**src/rtl/alu_result_stage.sv**
```systemverilog
// Registered output stage for the 64-bit ALU result mux: captures Y/select/carry,
// stores ZERO/NEG flags with each entry, and drives a valid/ready port through a 2-entry skid buffer.
module alu_result_stage #(
    parameter int WIDTH = 64,
    parameter int CNT_W = 16
) (
    input  logic             clk,
    input  logic             rst_n,
    input  logic             flush,
    input  logic             in_valid,
    output logic             in_ready,
    input  logic [WIDTH-1:0] in_y,
    input  logic [1:0]       in_sel,
    input  logic             in_carry,
    output logic             out_valid,
    input  logic             out_ready,
    output logic [WIDTH-1:0] out_y,
    output logic [1:0]       out_sel,
    output logic             out_zero,
    output logic             out_neg,
    output logic             out_carry,
    output logic [CNT_W-1:0] out_cnt
);

    typedef enum logic [1:0] {
        EMPTY = 2'd0,
        ONE   = 2'd1,
        FULL  = 2'd2
    } state_t;

    typedef struct packed {
        logic [WIDTH-1:0] y;
        logic [1:0]       sel;
        logic             carry;
        logic             zero;
        logic             neg;
    } entry_t;

    state_t           state_reg;
    entry_t           main_reg;
    entry_t           skid_reg;
    entry_t           new_entry;
    logic             in_ready_reg;
    logic             out_valid_reg;
    logic [CNT_W-1:0] cnt_reg;
    logic             in_fire;
    logic             out_fire;

    // Flags are computed once at capture so the output register never feeds a comparator.
    always_comb begin
        new_entry.y     = in_y;
        new_entry.sel   = in_sel;
        new_entry.carry = in_carry;
        new_entry.zero  = (in_y == '0);
        new_entry.neg   = in_y[WIDTH-1];
    end

    // Ready is the registered state decode, gated only by flush (never by out_ready).
    assign in_ready = in_ready_reg & ~flush;
    assign in_fire  = in_valid & in_ready;
    assign out_fire = out_valid_reg & out_ready;

    always_ff @(posedge clk or negedge rst_n) begin
        if (!rst_n) begin
            state_reg     <= EMPTY;
            main_reg      <= '0;
            skid_reg      <= '0;
            in_ready_reg  <= 1'b0;
            out_valid_reg <= 1'b0;
            cnt_reg       <= '0;
        end else begin
            if (out_fire) begin
                cnt_reg <= cnt_reg + 1'b1;
            end
            if (flush) begin
                // Data registers keep their contents; only occupancy is cleared.
                state_reg     <= EMPTY;
                in_ready_reg  <= 1'b1;
                out_valid_reg <= 1'b0;
            end else begin
                case (state_reg)
                    EMPTY: begin
                        in_ready_reg <= 1'b1;
                        if (in_fire) begin
                            main_reg      <= new_entry;
                            state_reg     <= ONE;
                            out_valid_reg <= 1'b1;
                        end
                    end
                    ONE: begin
                        case ({in_fire, out_fire})
                            2'b10: begin
                                skid_reg     <= new_entry;
                                state_reg    <= FULL;
                                in_ready_reg <= 1'b0;
                            end
                            2'b01: begin
                                state_reg     <= EMPTY;
                                out_valid_reg <= 1'b0;
                            end
                            2'b11: begin
                                main_reg <= new_entry;
                            end
                            default: ;
                        endcase
                    end
                    FULL: begin
                        if (out_fire) begin
                            main_reg     <= skid_reg;
                            state_reg    <= ONE;
                            in_ready_reg <= 1'b1;
                        end
                    end
                    default: begin
                        state_reg     <= EMPTY;
                        in_ready_reg  <= 1'b1;
                        out_valid_reg <= 1'b0;
                    end
                endcase
            end
        end
    end

    assign out_valid = out_valid_reg;
    assign out_y     = main_reg.y;
    assign out_sel   = main_reg.sel;
    assign out_carry = main_reg.carry;
    assign out_zero  = main_reg.zero;
    assign out_neg   = main_reg.neg;
    assign out_cnt   = cnt_reg;

endmodule

```
**config.mk**
```make
export PLATFORM = sky130hd
export DESIGN_NAME = alu_result_stage
export DESIGN_NICKNAME = d
export VERILOG_FILES = /design/src/rtl/alu_result_stage.sv
export SDC_FILE = /design/constraint.sdc
export NUM_CORES = 1
export LEC_CHECK = 0
export ABC_AREA = 1
export BUFFER_PORTS_ARGS = -buffer_cell sky130_fd_sc_hd__buf_4
export CELL_PAD_IN_SITES_DETAIL_PLACEMENT = 0
export CELL_PAD_IN_SITES_GLOBAL_PLACEMENT = 2
export CORE_AREA = 3 3 155 157
export DETAILED_ROUTE_END_ITERATION = 6
export DIE_AREA = 0 0 158 160
export PLACE_DENSITY_LB_ADDON = 0.08
export SLEW_MARGIN = 20
export SYNTH_ARGS = -nofsm -noshare
export SYNTH_HDL_FRONTEND = slang
export SYNTH_SLANG_ARGS = --single-unit
```
**constraint.sdc**
```tcl
create_clock -name clk -period 1.7 [get_ports clk]
set_clock_uncertainty 0.05 [all_clocks]
set_input_delay 0.34 -clock clk [delete_from_list [all_inputs] [get_ports clk]]
set_output_delay 0.34 -clock clk [all_outputs]
set_load 0.005 [all_outputs]
```
==> summary.md <==
| Metric | Value |
|---|---|
| FF+latch count, synth | `156` |
| Via count | `6124` |
| Max FFs per register | `68` |
| Layout area overhead | `33.9%` |
| Mapped cell area | `approximately 7000 sq um` |
| Pwr/cell area | `1510 nW/um^2` |
| Critical path cell sequence | `nor2_1 -> nand2_1 -> o21ai_0 -> buf_4 -> nand2_4 -> clkbuf_16 -> o31ai_1` |
| Critical path type | `reg2reg` |
| CTS HTree Levels | `4` |
| Vias in the first global route | `6273` |
| Leak pwr | `0.00486 uW` |
| Clock transition at path regs | `70 ps` |
| Critical Path Source Type | `register` |
| Area after DPL | `8750 sq um` |
| Crit path max fanout | `41` |
| Gpl congestion | `0.733` |
| Latest clock arrival within the worst-skew pair | `between 400 and 500 ps` |
| Peak supply drop | `0.000593 V` |
| Wire per inst | `around 16 um` |
| Longest Clk Path Bufs | `2` |
| Via density | `4.65` |
| Die area | `25300 sq um` |
| Antenna fix cells | `0` |
| Sequential area share after synthesis | `0.555` |
| Synth area leader | `dfrtp_1` |
| Yosys cell types | `23` |
| Rel. slew slack | `0.697` |
| CP peak stage delay | `420 ps` |
| Gate Count Post-Synth | `approximately 850` |
| Achievable Freq | `approximately 0.63 GHz` |
| Overflow left after global routing | `0` |
| CTS tree | `done` |
| Hold_sp | `in_carry` |
| RSZ-0062 raised after global routing | `true` |
| WP data arrival | `~1900 ps` |
| Share of layout cells above drive strength 1 | `0.234` |
| Final #Nets | `1091` |
| Path category of the worst min-delay check | `in2reg` |
| First-pass GRT wire length | `33600 um` |
| Site Rows | `55` |
| Post-route minimum period | `1590 ps` |
| Post-Layout Cell Count | `roughly 1300` |
| Top post-synthesis cells by area | `dfrtp_1, nand2_1, nor2_1` |
| Status | `completed` |
| Largest net degree at the start of global routing | `83` |
| Post-synth top area share | `0.555` |
| Ports | `159` |
| CP endpoint kind | `register` |
| Crit path launch | `state_reg[0]$_DFFE_PN0P_` |
| Die Height | `160 um` |
| Hpwl dp | `13600 um` |
| Total chip power | `14200 uW` |
| Die width | `roughly 160 um` |
| Post-CTS Setup Bufs | `0` |
| DRT Pass-1 Iters | `4` |
| CP max stage cell | `dfrtp_1` |
| Post-Route WL | `21100 um` |
| DRC Markers | `0` |
| Synth warn | `0` |
| Syn Area/Cell | `8.23 sq um` |
| Initial core utilization | `0.311` |
| CP bufs+invs | `2` |
| Total GRT Usage | `0.167` |
| Syn nets | `927` |
| Setup Viol. Count Final | `0` |
| DP Cell Count | `1282` |
| Core area | `22600 sq um` |
| Measured slew at the worst slew-check pin | `454 ps` |
| IO Port Bufs | `158` |
| Max-cap violations | `0` |
| Post-route cell area | `9410 sq um` |
| Post-DRT Antenna Nets | `0` |
| Worst path required time | `1980 ps` |
| Initial drt markers | `310` |
| Final hold violations | `0` |
| Final Hold Slack | `109 ps` |
| CTS sink count | `between 150 and 200` |
| Total CTS buffers | `17` |
| Final slew viol count | `0` |
| Worst r2r src | `state_reg[0]$_DFFE_PN0P_` |
| Delay-heaviest family, CP | `flip-flops` |
| CTS root buf | `clkbuf_16` |
| Initial antenna violation count | `0` |
| Final period util | `0.936` |
per-layer routing:
layer	track usage	up-vias	share of wire
met5	0	-	0
met4	0.0438	0	0.014
met3	0.0360	19	0.048
met2	0.273	125	0.48
met1	0.224	2896	0.46
li1	-	3084	-
repair_timing:
item                                    in CTS  in global routing
hold buffers                                 1                  0
hold endpoints to repair                    32                  0
resized for setup                            0                  5
endpoints found under the setup margin       0                 18
tightest hold or removal path, delay by kind of cell:
| family | cells | cell delay [ps] |
|---|---|---|
| buffers and inverters | 1 | 80 |
| AND/OR/NAND/NOR | 2 | 120 |
cell usage in the layout (no fill, tap or decap):
cell,instances
a21oi_1,2
buf_12,10
buf_16,1
buf_4,181
buf_6,1
bufinv_16,2
clkbuf_16,18
clkinv_2,1
clkinv_4,2
clkinvlp_4,2
dfrtp_1,156
dlygate4sd3_1,1
ha_1,1
inv_1,22
inv_2,3
inv_6,4
inv_8,4
nand2_1,257
nand2_2,4
nand2_4,1
nand3_1,71
nand4_1,1
nor2_1,189
nor2_2,1
nor2_4,1
nor3_1,3
nor3_2,1
nor4_1,1
o21ai_0,7
o21ai_1,3
o21ai_2,1
o31ai_1,65
o31ai_2,3
xnor2_1,3
xor2_1,8
power by group:
group / switching (uW) / internal (uW)
clock network: 1740 / 2230
logic: 1890 / 2120
registers: 951 / 5290
total: 4580 / 9640
synth_stat cells:
| master | instances |
|---|---|
| nand2_1 | 259 |
| nor2_1 | 190 |
| dfrtp_1 | 156 |
| nand3_1 | 71 |
| o31ai_1 | 68 |
| buf_2 | 32 |
| inv_1 | 22 |
| clkbuf_1 | 14 |
| xor2_1 | 8 |
| o21ai_0 | 7 |
| o21ai_1 | 4 |
| buf_4 | 3 |
| inv_2 | 3 |
| nand2_2 | 3 |
| nor3_1 | 3 |
| xnor2_1 | 3 |
| a21oi_1 | 2 |
| buf_6 | 1 |
| ha_1 | 1 |
| nand4_1 | 1 |
| nor2_2 | 1 |
| nor3_2 | 1 |
| nor4_1 | 1 |
final cells by class:
cell class,instances,area (sq um)
sequential,156,3900
inverter,25,93.8
timing repair buffer,195,1630
tap,285,357
clock buffer,17,425
multi-input combinational,623,2820
fill,2337,13200
clock inverter,15,178
cells by family after synthesis:
kind of cell             share of synthesized area
AND/OR/NAND/NOR                              0.299
AO/OA/AOI/OAI                               0.0819
buffers and inverters                       0.0484
flip-flops                                   0.555
XOR/XNOR                                    0.0137
adder cells (fa/ha/maj)                    0.00178
metrics by stage:
stage / utilization / setup TNS [ps] / setup WS [ps]
after floorplan: - / 0 / 265
after global placement: 0.386 / 0 / 72.8
after detailed placement: 0.386 / 0 / 36.7
after CTS: 0.414 / 0 / 115
after global routing: 0.416 / -94.9 / -18.0
final: 0.416 / 0 / 109
path summary, 6_finish.rpt:
| kind | end | slack (ps) | depth (start not counted) |
|---|---|---|---|
| setup / recovery | out_y[6]$_DFFE_PN0P_ | 110 | 7 |
| max in group asynchronous | out_y[60]$_DFFE_PN0P_ | 610 | 3 |
| min in group asynchronous | out_y[57]$_DFFE_PN0P_ | 360 | 2 |
| hold reg to reg | skid_reg[52]$_DFFE_PN0P_ | 420 | 2 |
| setup reg to reg | out_y[6]$_DFFE_PN0P_ | 110 | 7 |
| hold / removal | skid_reg[2]$_DFFE_PN0P_ | 110 | 3 |
No activity file was read; power rests on OpenSTA's default activity.
